==> src/rtl/seq_detect_ctrl.sv <==
`default_nettype none
// ============================================================================
//  Module      : seq_detect_ctrl
//  Description : Overlapping Moore detector for the serial pattern 1-0-1-1,
//                with a saturating detection counter and a synchronous
//                soft clear. Reset is asynchronous, active-low.
//  Revision    : 1.0 - initial release
// ============================================================================
module seq_detect_ctrl #(
    parameter int CNT_W = 8
) (
    input  logic             clk,
    input  logic             rst,
    input  logic             d,
    input  logic             in_valid,
    input  logic             clr,
    output logic             det,
    output logic [2:0]       state,
    output logic [CNT_W-1:0] det_cnt,
    output logic             cnt_sat
);

    typedef enum logic [2:0] {
        S0    = 3'd0,
        S1    = 3'd1,
        S10   = 3'd2,
        S101  = 3'd3,
        S1011 = 3'd4
    } state_t;

    localparam logic [CNT_W-1:0] c_cnt_max = {CNT_W{1'b1}};
    localparam logic [CNT_W-1:0] c_cnt_one = {{(CNT_W-1){1'b0}}, 1'b1};

    state_t cur_state;
    state_t nxt_state;
    logic   entering;

    // Next-state decode; invalid cycles hold, unused codes fall back to S0.
    always_comb begin
        nxt_state = S0;
        case (cur_state)
            S0:      nxt_state = !in_valid ? cur_state : (d ? S1    : S0);
            S1:      nxt_state = !in_valid ? cur_state : (d ? S1    : S10);
            S10:     nxt_state = !in_valid ? cur_state : (d ? S101  : S0);
            S101:    nxt_state = !in_valid ? cur_state : (d ? S1011 : S10);
            S1011:   nxt_state = !in_valid ? cur_state : (d ? S1    : S10);
            default: nxt_state = S0;
        endcase
    end

    // A detection is counted only on the edge that enters S1011, so a
    // stretched stay in S1011 (in_valid low) is not counted again.
    assign entering = (nxt_state == S1011) && (cur_state != S1011);

    // State, detect flag and counter registers; clr outranks the data path.
    always_ff @(posedge clk or negedge rst) begin
        if (!rst) begin
            cur_state <= S0;
            det       <= 1'b0;
            det_cnt   <= '0;
        end else if (clr) begin
            cur_state <= S0;
            det       <= 1'b0;
            det_cnt   <= '0;
        end else begin
            cur_state <= nxt_state;
            det       <= (nxt_state == S1011);
            if (entering && (det_cnt != c_cnt_max)) begin
                det_cnt <= det_cnt + c_cnt_one;
            end
        end
    end

    assign state   = cur_state;
    assign cnt_sat = (det_cnt == c_cnt_max);

endmodule
`default_nettype wire

==> config.mk <==
export PLATFORM = sky130hd
export DESIGN_NAME = seq_detect_ctrl
export DESIGN_NICKNAME = d
export VERILOG_FILES = /design/src/rtl/seq_detect_ctrl.sv
export SDC_FILE = /design/constraint.sdc
export NUM_CORES = 1
export LEC_CHECK = 0
export ABC_AREA = 1
export CAP_MARGIN = 20
export CORE_AREA = 2 2 39 41
export DETAILED_ROUTE_END_ITERATION = 6
export DIE_AREA = 0 0 41 43
export DONT_BUFFER_PORTS = 1
export HOLD_SLACK_MARGIN = 0.08
export PLACE_DENSITY = 0.67
export SYNTH_ARGS = -nofsm -noshare
export SYNTH_HDL_FRONTEND = slang
export SYNTH_SLANG_ARGS = --single-unit
export TNS_END_PERCENT = 20
==> constraint.sdc <==
create_clock -name clk -period 1.76 [get_ports clk]
set_clock_uncertainty 0.2 [all_clocks]
set_input_delay 0.176 -clock clk [delete_from_list [all_inputs] [get_ports clk]]
set_output_delay 0.176 -clock clk [all_outputs]
set_load 0.05 [all_outputs]
==> results of run 1 <==
[power groups by stage]
stage | registers [mW] | clock network [mW] | logic (mW)
after floorplan | 0.291 | 0 | 0.0140
after global placement | 0.285 | 0 | 0.0258
after detailed placement | 0.285 | 0 | 0.0265
after CTS | 0.280 | 0.219 | 0.0430
after global routing | 0.280 | 0.236 | 0.0480
final | 0.280 | 0.213 | 0.0432
[routing by layer]
layer | up-vias | GRT usage, %
met5 | - | 0
met2 | 26 | 33.1
li1 | 354 | -
met1 | 318 | 27.2
met4 | 0 | 14.0
met3 | 2 | 4.71
[kinds of logic (layout without fill, tap and decap cells)]
| kind of cell | Yosys count | in the layout | synth area share, % |
|---|---|---|---|
| xor gates and xnor gates | 1 | 1 | 1.25 |
| adders and majority gates | 1 | 1 | 1.78 |
| and+or+nand+nor | 67 | 67 | 43.1 |
| AOI/OAI and AO/OA | 9 | 9 | 7.12 |
| buffers and inverters | 7 | 27 | 4.09 |
| DFF | 12 | 12 | 42.7 |
[worst max-delay path, stage by stage (launching register included)]
cell and delay, ns:
dfrtp_1 0.46, nand3_1 0.20, nor3_4 0.24, buf_12 0.16
[stage by stage]
step / instance area, um2 / instances
after global routing: 918 / 133
after global placement: 842 / 125
final: 918 / 133
after CTS: 918 / 133
after detailed placement: 842 / 125
after floorplan: 719 / 97
[repair_timing]
action / 4_1_cts / 5_1_grt
setup endpoints to repair: 0 / 1
hold endpoints to repair: 24 / 0
hold buffers: 4 / 0
[sequential cells by signal, summed over array words and instances (netlist names)]
| name | count |
|---|---|
| state | 3 |
| det_cnt | 8 |
| det | 1 |
[worst max-delay path by stage]
| stage | start | end | depth (start not counted) |
|---|---|---|---|
| after floorplan | det_cnt[1] | cnt_sat | 3 |
| after global placement | det_cnt[0] | det_cnt[5] | 9 |
| after detailed placement | det_cnt[0] | det_cnt[7] | 9 |
| after CTS | det_cnt[0] | cnt_sat | 4 |
| after global routing | det_cnt[5] | cnt_sat | 3 |
| final | det_cnt[5] | cnt_sat | 3 |
[cell usage in the layout (no fill, tap or decap)]
cell           count
nor2_2             1
ha_1               1
nand2_1           30
buf_4             11
nand2_2            2
inv_4              1
inv_1              5
o21bai_1           2
dlygate4sd3_1      4
a21oi_1            2
nor2_1            18
nand3_1            6
buf_12             1
nor2_8             1
dfrtp_1            8
xor2_1             1
or2_2              2
clkbuf_8           1
clkbuf_4           3
dfrtp_2            4
inv_2              1
nor3_4             1
o21ai_0            5
nand4_1            5
nor3_1             1
[final cells by class]
| type | count | area (um2) |
|---|---|---|
| inverters | 7 | 28.8 |
| repair buffers | 16 | 143 |
| clock buffers | 4 | 36.3 |
| fillers | 123 | 465 |
| well taps | 16 | 20.0 |
| multi-input cells | 78 | 385 |
| flip-flops and latches | 12 | 305 |
==> results.py, run 1 <==
metrics = {
    "run_status": {
        "outcome": "finished, final reports clean",
    },
    "power_and_ir_drop": {
        "total_power_mw": 0.535,
        "switching_share_pct": 22.0,
        "p_switching_mw": 0.118,
        "power_frac_seq_pct": 52.2,
        "pwr-share-clk_pct": 39.7,
        "comb_power_share_pct": 8.1,
        "p_int_mw": 0.418,
        "peakVddDrop_v": 0.000480,
        "p_leak_nw": 0.449,
        "power_density_nw_per_um2": 583,
    },
    "timing": {
        "hold_violations": 0,
        "rsz0062_at_grt": "no",
        "final.min_clock_period_ns": 1.70,
        "fin_crit_sh_pct": 96.4,
        "fin_ws_ns": 0.0627,
        "tightest_slew_ns": 0.537,
        "slew_headroom_pct": 64.1,
        "finalSetupViolCount": 0,
        "max_freq_mhz": 589,
        "worst_hold_slack_ns": 0.120,
        "setup_tns_ns": 0,
        "finalMaxSlewViolations": 0,
    },
    "clock_tree": {
        "htreeDepth": 1,
        "cts_buffers": 3,
        "cts_resized": 0,
        "clkTransAtPathRegs_ns": 0.07,
        "clock_sinks": 12,
        "postCtsSetupBuffers": 0,
        "worstSkewPairLatency_ns": 0.27,
        "cts_tree": "done",
        "cts.root.buffer_cell": "clkbuf_4",
        "cts_max_path_buffers": 2,
    },
    "drt": {
        "antenna_left": 0,
        "met1_length_um": 665,
        "initialDrtViolationCount": 24,
        "dr_wl_met3_um": 129,
        "wl_um": 1540,
        "vias": 700,
        "wl_met2_um": 727,
        "viasPerCell": 5.26,
        "drc": 0,
        "firstDrtPassIters": 4,
        "top_layer": "met4",
        "wl_per_cell_um": 11.6,
    },
    "floorplan": {
        "io_pins": 18,
        "die_area_um2": 1760,
        "num_rows": 14,
        "start_util_pct": 50.8,
        "core_area_um2": 1380,
        "dieWidth_um": 41,
        "fp.dieH_um": 43,
    },
    "synth": {
        "synth.distinct_cells": 18,
        "synth-seq-area-share_pct": 42.7,
        "synth_most_common_cell": "nand2_1",
        "synth_edf_count": 0,
        "synth_top_area_share_pct": 42.7,
        "ys_warn_count": 0,
        "syn-num-nets": 103,
        "synth_area_per_cell_um2": 7.25,
        "ys_seq_elements": 12,
        "async_flop_share_pct": 100,
        "synth_ff_type": "dfrtp_1",
        "yosys.area.top_type": "dfrtp_1",
        "netlist_instances": 97,
        "synth_area_leaders": "dfrtp_1 43%, nand2_1 16%, nor2_1 9.6%",
        "synthTopCellsByCount": "30 x nand2_1, 18 x nor2_1, 12 x dfrtp_1",
        "netlist_area_um2": 703,
    },
    "worst_setup_path": {
        "reg2reg_to": "det_cnt[5]",
        "worstPathMaxFanout": 7,
        "r2r-start": "det_cnt[0]",
        "timing.reg2reg.setup_slack_ns": 0.18,
        "start_kind": "flip-flop",
        "required_ns": 1.38,
        "worstPathArrival_ns": 1.32,
        "worst_setup_path_end_kind": "output port",
        "ff2ff_path_depth": 9,
        "worstSetupPathType": "flip-flop to output port",
    },
    "global_routing": {
        "grt_pass1_wl_um": 2550,
        "track_usage_pct": 22.1,
        "grt_max_degree": 13,
        "antenna_found_initial": 0,
        "overflow": 0,
        "grt_pass1_vias": 642,
    },
    "min_path": {
        "hp-class": "input pin to asynchronous set/reset pin",
    },
    "placed_design": {
        "dp_slack_ns": 0.202,
        "place.port_buffers": 0,
        "place_hpwl_um": 1220,
        "place_congestion": 0.827,
    },
    "layout": {
        "nets": 124,
        "antenna_cells": 0,
        "utilization_pct": 66.4,
        "final_layout_size_suffix_gt1_share_pct": 24.8,
        "area_delta_synth_final_pct": 30.6,
    },
    "flow_run": {
        "drv_cap": 0,
    },
}
(Power assumes the default switching activity.)
==> run 2: changes to the inputs <==
--- a/config.mk
+++ b/config.mk
@@ -13,6 +13,7 @@
 export DONT_BUFFER_PORTS = 1
 export HOLD_SLACK_MARGIN = 0.08
 export PLACE_DENSITY = 0.67
+export REMOVE_ABC_BUFFERS = 1
 export SYNTH_ARGS = -nofsm -noshare
 export SYNTH_HDL_FRONTEND = slang
 export SYNTH_SLANG_ARGS = --single-unit
==> run 2 against run 1 <==
Net effect:
- non-clock buffer count unchanged
- design area down 0.82%
- sequential power about the same
- highest routed layer unchanged
- worst setup slack better by 0.023 ns
- combinational power about the same
- largest cell class unchanged
- sequential share of layout area down 0.28 points
- hold slack better by 0.0051 ns
- first-iteration DRC count down 29%
==> results.py, run 2 (synthesis gave the netlist of run 1 again) <==
metrics = {
    "run_status": {
        "outcome": "finished, final reports clean",
    },
    "drt": {
        "drc": 0,
        "vias": 702,
        "wl_per_cell_um": 12.7,
        "wl_um": 1690,
        "firstDrtPassIters": 6,
        "antenna_left": 0,
        "initialDrtViolationCount": 17,
        "viasPerCell": 5.28,
    },
    "global_routing": {
        "antenna_found_initial": 0,
        "track_usage_pct": 23.5,
        "grt_pass1_wl_um": 2850,
        "grt_max_degree": 13,
        "overflow": 0,
        "grt_pass1_vias": 678,
    },
    "timing": {
        "slew_headroom_pct": 63.3,
        "finalSetupViolCount": 0,
        "final.min_clock_period_ns": 1.67,
        "fin_crit_sh_pct": 95.1,
        "tightest_slew_ns": 0.549,
        "rsz0062_at_grt": "no",
        "hold_violations": 0,
        "max_freq_mhz": 597,
        "setup_tns_ns": 0,
        "finalMaxSlewViolations": 0,
    },
    "power_and_ir_drop": {
        "power_density_nw_per_um2": 594,
        "power_frac_seq_pct": 51.7,
        "p_int_mw": 0.417,
        "pwr-share-clk_pct": 40.3,
        "p_leak_nw": 0.434,
        "p_switching_mw": 0.124,
        "comb_power_share_pct": 8.0,
        "switching_share_pct": 22.9,
        "peakVddDrop_v": 0.000462,
    },
    "clock_tree": {
        "cts_buffers": 3,
        "clock_sinks": 12,
        "cts_max_path_buffers": 2,
        "htreeDepth": 1,
        "cts_tree": "done",
        "worstSkewPairLatency_ns": 0.27,
        "clkTransAtPathRegs_ns": 0.08,
        "cts.root.buffer_cell": "clkbuf_4",
    },
    "worst_setup_path": {
        "worstPathMaxFanout": 5,
        "worstSetupPathType": "flip-flop to output port",
        "required_ns": 1.38,
        "timing.reg2reg.setup_slack_ns": 0.22,
        "start_kind": "flip-flop",
        "worstPathArrival_ns": 1.30,
        "max_stage_delay_ns": 0.39,
        "path_buf_inv": 1,
        "ff2ff_path_depth": 9,
        "r2r-start": "det_cnt[1]",
        "reg2reg_to": "det_cnt[6]",
        "path_cells": "ha_4 > nand2_2 > nor3_2 > buf_6",
        "critical-path-top-delay-family": "flip-flops",
        "worst_setup_path_end_kind": "output port",
        "cpMaxStageDelayCell": "dfrtp_1",
    },
    "floorplan": {
        "fp.dieH_um": 43,
        "num_rows": 14,
        "io_pins": 18,
        "core_area_um2": 1380,
        "die_area_um2": 1760,
        "dieWidth_um": 41,
        "start_util_pct": 50.8,
    },
    "min_path": {
        "hp-class": "input pin to asynchronous set/reset pin",
    },
    "layout": {
        "nets": 124,
        "fillCellCount": 121,
        "largest_reg_flops": 8,
        "mostFrequentLayoutCell": "nand2_1",
        "instances_no_fill": 133,
        "seqCellArea_um2": 300,
        "area_delta_synth_final_pct": 29.5,
        "final_layout_size_suffix_gt1_share_pct": 22.2,
        "multi_input_area_um2": 392,
        "antenna_cells": 0,
        "regMostFlops": "det_cnt",
        "final_cell_mix": "30 x nand2_1, 18 x nor2_1, 12 x dfrtp_1, 11 x buf_4, 6 x nand3_1",
    },
    "placed_design": {
        "place.port_buffers": 0,
        "place_congestion": 0.838,
        "place_hpwl_um": 1180,
        "placedCellCount": 125,
    },
    "flow_run": {
        "drv_cap": 0,
    },
}
## run 2: changes by cell type in the layout (fill, tap and decap cells not counted)
cell	delta
dfrtp_1	+4
dfrtp_2	-4
buf_12	-1
buf_6	+1
ha_1	-1
ha_4	+1
nor3_2	+1
nor3_4	-1
## run 2: per-layer routing
layer	share of wire (%)	vias up	GRT usage, %	wire, um
met3	5.6	4	5.24	95
met4	2.0	0	10.0	34
li1	-	356	-	-
met1	43	322	31.0	726
met5	0	-	0	0
met2	49	20	35.6	829
## run 2: area by class of cell
class / count / share of cell area (%)
Tap cell: 16 / 2.20
Sequential cell: 12 / 33.0
Clock buffer: 4 / 3.98
Inverter: 7 / 3.16
Multi-Input combinational cell: 78 / 43.0
Timing Repair Buffer: 16 / 14.7
## run 2: power groups by stage
stage	Sequential, mW	Combinational [mW]	Clock [mW]
3_5_place_dp	0.285	0.0271	0
5_1_grt	0.280	0.0482	0.240
4_1_cts	0.280	0.0439	0.221
6_report	0.280	0.0433	0.218
2_1_floorplan	0.291	0.0140	0
3_3_place_gp	0.285	0.0268	0
## run 2: timing repair
| action | CTS | global route |
|---|---|---|
| buffers inserted | 0 | 0 |
| cloned | 0 | 0 |
| hold endpoints to repair | 24 | 0 |
| pin swaps | 0 | 2 |
| resized for setup | 2 | 2 |
| setup endpoints to repair | 1 | 1 |
| hold buffers | 4 | 0 |
## run 2: how the worst max path moves through the flow
stage | slack [ns] | depth (start not counted) | endpoint | from
after floorplan | -0.78 | 3 | cnt_sat | det_cnt[1]
after global placement | 0.26 | 9 | det_cnt[7] | det_cnt[0]
after detailed placement | 0.22 | 9 | det_cnt[2] | det_cnt[0]
after CTS | 0.01 | 4 | cnt_sat | det_cnt[0]
after global routing | 0.02 | 4 | cnt_sat | det_cnt[1]
final | 0.09 | 4 | cnt_sat | det_cnt[1]
## run 2: worst register-to-register path: cells and delay by family (launching register included)
| kind | cells | cell delay [ns] |
|---|---|---|
| simple gates | 7 | 0.50 |
| flops | 1 | 0.41 |
| fa+ha+maj | 1 | 0.18 |
| buf+inv | 1 | 0.13 |
## run 2: metrics by stage
stage	utilization, %	hold WS (ns)	area, um2	power (mW)	setup WS [ns]
final	65.8	0.125	911	0.541	0.0861
after global routing	65.8	0.161	911	0.568	0.0195
after CTS	64.8	0.133	897	0.545	0.0137
after detailed placement	58.8	-0.319	813	0.313	0.217
after global placement	58.8	-0.319	813	0.312	0.259
after floorplan	-	-0.320	703	0.305	-0.782
==> run 3: changes to the inputs <==
--- a/config.mk
+++ b/config.mk
@@ -11,6 +11,7 @@
 export DETAILED_ROUTE_END_ITERATION = 6
 export DIE_AREA = 0 0 41 43
 export DONT_BUFFER_PORTS = 1
+export GPL_TIMING_DRIVEN = 0
 export HOLD_SLACK_MARGIN = 0.08
 export PLACE_DENSITY = 0.67
 export REMOVE_ABC_BUFFERS = 1
==> run 3 against run 2 <==
Net effect:
- the run now ends with negative setup slack left
- clock-buffer cell count decreased by 1
- first-iteration DRC count decreased by 76%
- clock power decreased by 24%
- total power decreased by 10%
- fmax decreased by 5.8%
- non-clock buffer count decreased by 10
- sequential share of layout area increased by 4.8 points
- core utilization decreased by 3.3 points
- cell count decreased by 8.3%
- via count decreased by 7.4%
- largest power group unchanged
- highest routed layer unchanged
==> results.py, run 3 (synthesis gave the netlist of run 1 again) <==
metrics = {
    "run_status": {
        "outcome": "complete, but fails checks",
        "violations": "negative setup slack",
    },
    "power_and_ir_drop": {
        "peakVddDrop_v": 0.000420,
        "comb_power_share_pct": 6.9,
        "pwr-share-clk_pct": 34.0,
        "power_density_nw_per_um2": 561,
        "p_int_mw": 0.369,
        "power_frac_seq_pct": 59.2,
        "switching_share_pct": 23.9,
        "p_switching_mw": 0.116,
        "p_leak_nw": 0.383,
    },
    "worst_setup_path": {
        "worstPathMaxFanout": 5,
        "ff2ff_path_depth": 9,
        "worst_setup_path_end_kind": "output port",
        "r2r-start": "det_cnt[0]",
        "required_ns": 1.38,
        "timing.reg2reg.setup_slack_ns": 0.07,
        "crit_start": "det_cnt[0]",
        "cp-endpoint": "cnt_sat",
        "start_kind": "flip-flop",
        "worstSetupPathType": "flip-flop to output port",
        "reg2reg_to": "det_cnt[2]",
        "worstPathArrival_ns": 1.40,
    },
    "global_routing": {
        "grt_max_degree": 13,
        "overflow": 0,
        "grt_pass1_wl_um": 2580,
        "grt_pass1_vias": 608,
        "antenna_found_initial": 0,
        "track_usage_pct": 22.6,
    },
    "drt": {
        "drc": 0,
        "vias": 650,
        "viasPerCell": 5.33,
        "initialDrtViolationCount": 4,
        "wl_um": 1500,
        "firstDrtPassIters": 2,
        "wl_per_cell_um": 12.3,
        "antenna_left": 0,
    },
    "flow_run": {
        "drv_cap": 0,
    },
    "timing": {
        "hold_violations": 0,
        "fin_ws_ns": -0.0171,
        "rsz0062_at_grt": "yes",
        "fin_crit_sh_pct": 101,
        "finalSetupViolCount": 1,
        "final.min_clock_period_ns": 1.78,
        "finalMaxSlewViolations": 0,
        "slew_headroom_pct": 63.2,
        "tightest_slew_ns": 0.551,
        "max_freq_mhz": 563,
    },
    "layout": {
        "final_cell_mix": "30 x nand2_1, 18 x nor2_1, 6 x dfrtp_2",
        "utilization_pct": 62.5,
        "nets": 114,
        "regMostFlops": "det_cnt",
        "mostFrequentLayoutCell": "nand2_1",
        "antenna_cells": 0,
        "area_delta_synth_final_pct": 23.0,
        "largest_reg_flops": 8,
        "final_layout_size_suffix_gt1_share_pct": 25.5,
        "instances_no_fill": 122,
    },
    "floorplan": {
        "die_area_um2": 1760,
        "dieWidth_um": 41,
        "core_area_um2": 1380,
        "fp.dieH_um": 43,
        "start_util_pct": 50.8,
        "io_pins": 18,
        "num_rows": 14,
    },
    "clock_tree": {
        "clock_sinks": 12,
        "worstSkewPairLatency_ns": 0.27,
        "cts_max_path_buffers": 2,
        "cts_buffers": 3,
        "clkTransAtPathRegs_ns": 0.07,
        "htreeDepth": 1,
        "cts.root.buffer_cell": "clkbuf_4",
        "cts_tree": "done",
    },
    "placed_design": {
        "place_hpwl_um": 1050,
        "place.port_buffers": 0,
        "placedCellCount": 114,
        "place_congestion": 0.797,
    },
    "min_path": {
        "hp-class": "input pin to asynchronous set/reset pin",
    },
}
run 3: cell types whose count changed in the layout (fill, tap and decap cells not counted):
cell	change
buf_4	-10
clkbuf_8	-1
dfrtp_1	-11
dfrtp_2	+6
dfrtp_4	+5
nand2_2	-1
nand2_4	+1
nand3_1	-1
nand3_2	+1
nor3_2	-1
nor3_4	+1
run 3: how the worst min path moves through the flow:
| stage | from | cells past startpoint | end | slack (ns) |
|---|---|---|---|---|
| 2_1_floorplan | rst | 0 | det | -0.32 |
| 3_3_place_gp | rst | 0 | state[1] | -0.32 |
| 4_1_cts | rst | 1 | state[0] | 0.14 |
| 5_1_grt | rst | 1 | det_cnt[4] | 0.16 |
| 6_report | rst | 1 | det | 0.13 |
| 3_5_place_dp | rst | 0 | state[0] | -0.32 |
run 3: final cells by class:
| type | instances | area [um2] |
|---|---|---|
| Clock buffer | 3 | 22.5 |
| Fill cell | 125 | 519 |
| Inverter | 7 | 28.8 |
| Multi-Input combinational cell | 78 | 408 |
| Sequential cell | 12 | 327 |
| Tap cell | 16 | 20.0 |
| Timing Repair Buffer | 6 | 58.8 |
run 3: timing repair:
action                     in CTS  in global routing
pin swaps                       2                  1
setup endpoints to repair       9                  9
hold endpoints to repair       24                  0
hold buffers                    4                  0
resized for setup              17                  6
setup buffers                   1                  0
run 3: worst max-delay path: stages, from the launching register on:
cell and delay, ns:
dfrtp_4 0.55, ha_4 0.19, nand2_4 0.07, nor3_4 0.14, buf_6 0.18
run 3: power by group through the flow:
stage	Combinational, mW	Sequential [mW]	Clock [mW]
6_report	0.0334	0.287	0.165
3_5_place_dp	0.0173	0.292	0
3_3_place_gp	0.0171	0.292	0
4_1_cts	0.0338	0.287	0.172
2_1_floorplan	0.0140	0.291	0
5_1_grt	0.0386	0.287	0.187
run 3: per-stage QoR:
step                instance area, um2  setup TNS [ns]  total power [mW]  setup slack [ns]  hold slack [ns]
finish                             865         -0.0171             0.485           -0.0171            0.127
global route                       865          -0.189             0.513           -0.0652            0.160
CTS                                851         -0.0711             0.492           -0.0711            0.138
detailed placement                 731           -1.95             0.309            -0.241           -0.319
global placement                   723           -2.53             0.309            -0.874           -0.319
floorplan                          703           -1.34             0.305            -0.782           -0.320
run 3: metal layers:
| metal | track usage [%] | vias to the layer above | wire, um |
|---|---|---|---|
| li1 | - | 338 | - |
| met1 | 27.5 | 292 | 714 |
| met2 | 31.3 | 15 | 668 |
| met3 | 9.95 | 5 | 76 |
| met4 | 14.0 | 0 | 42 |
| met5 | 0 | - | 0 |
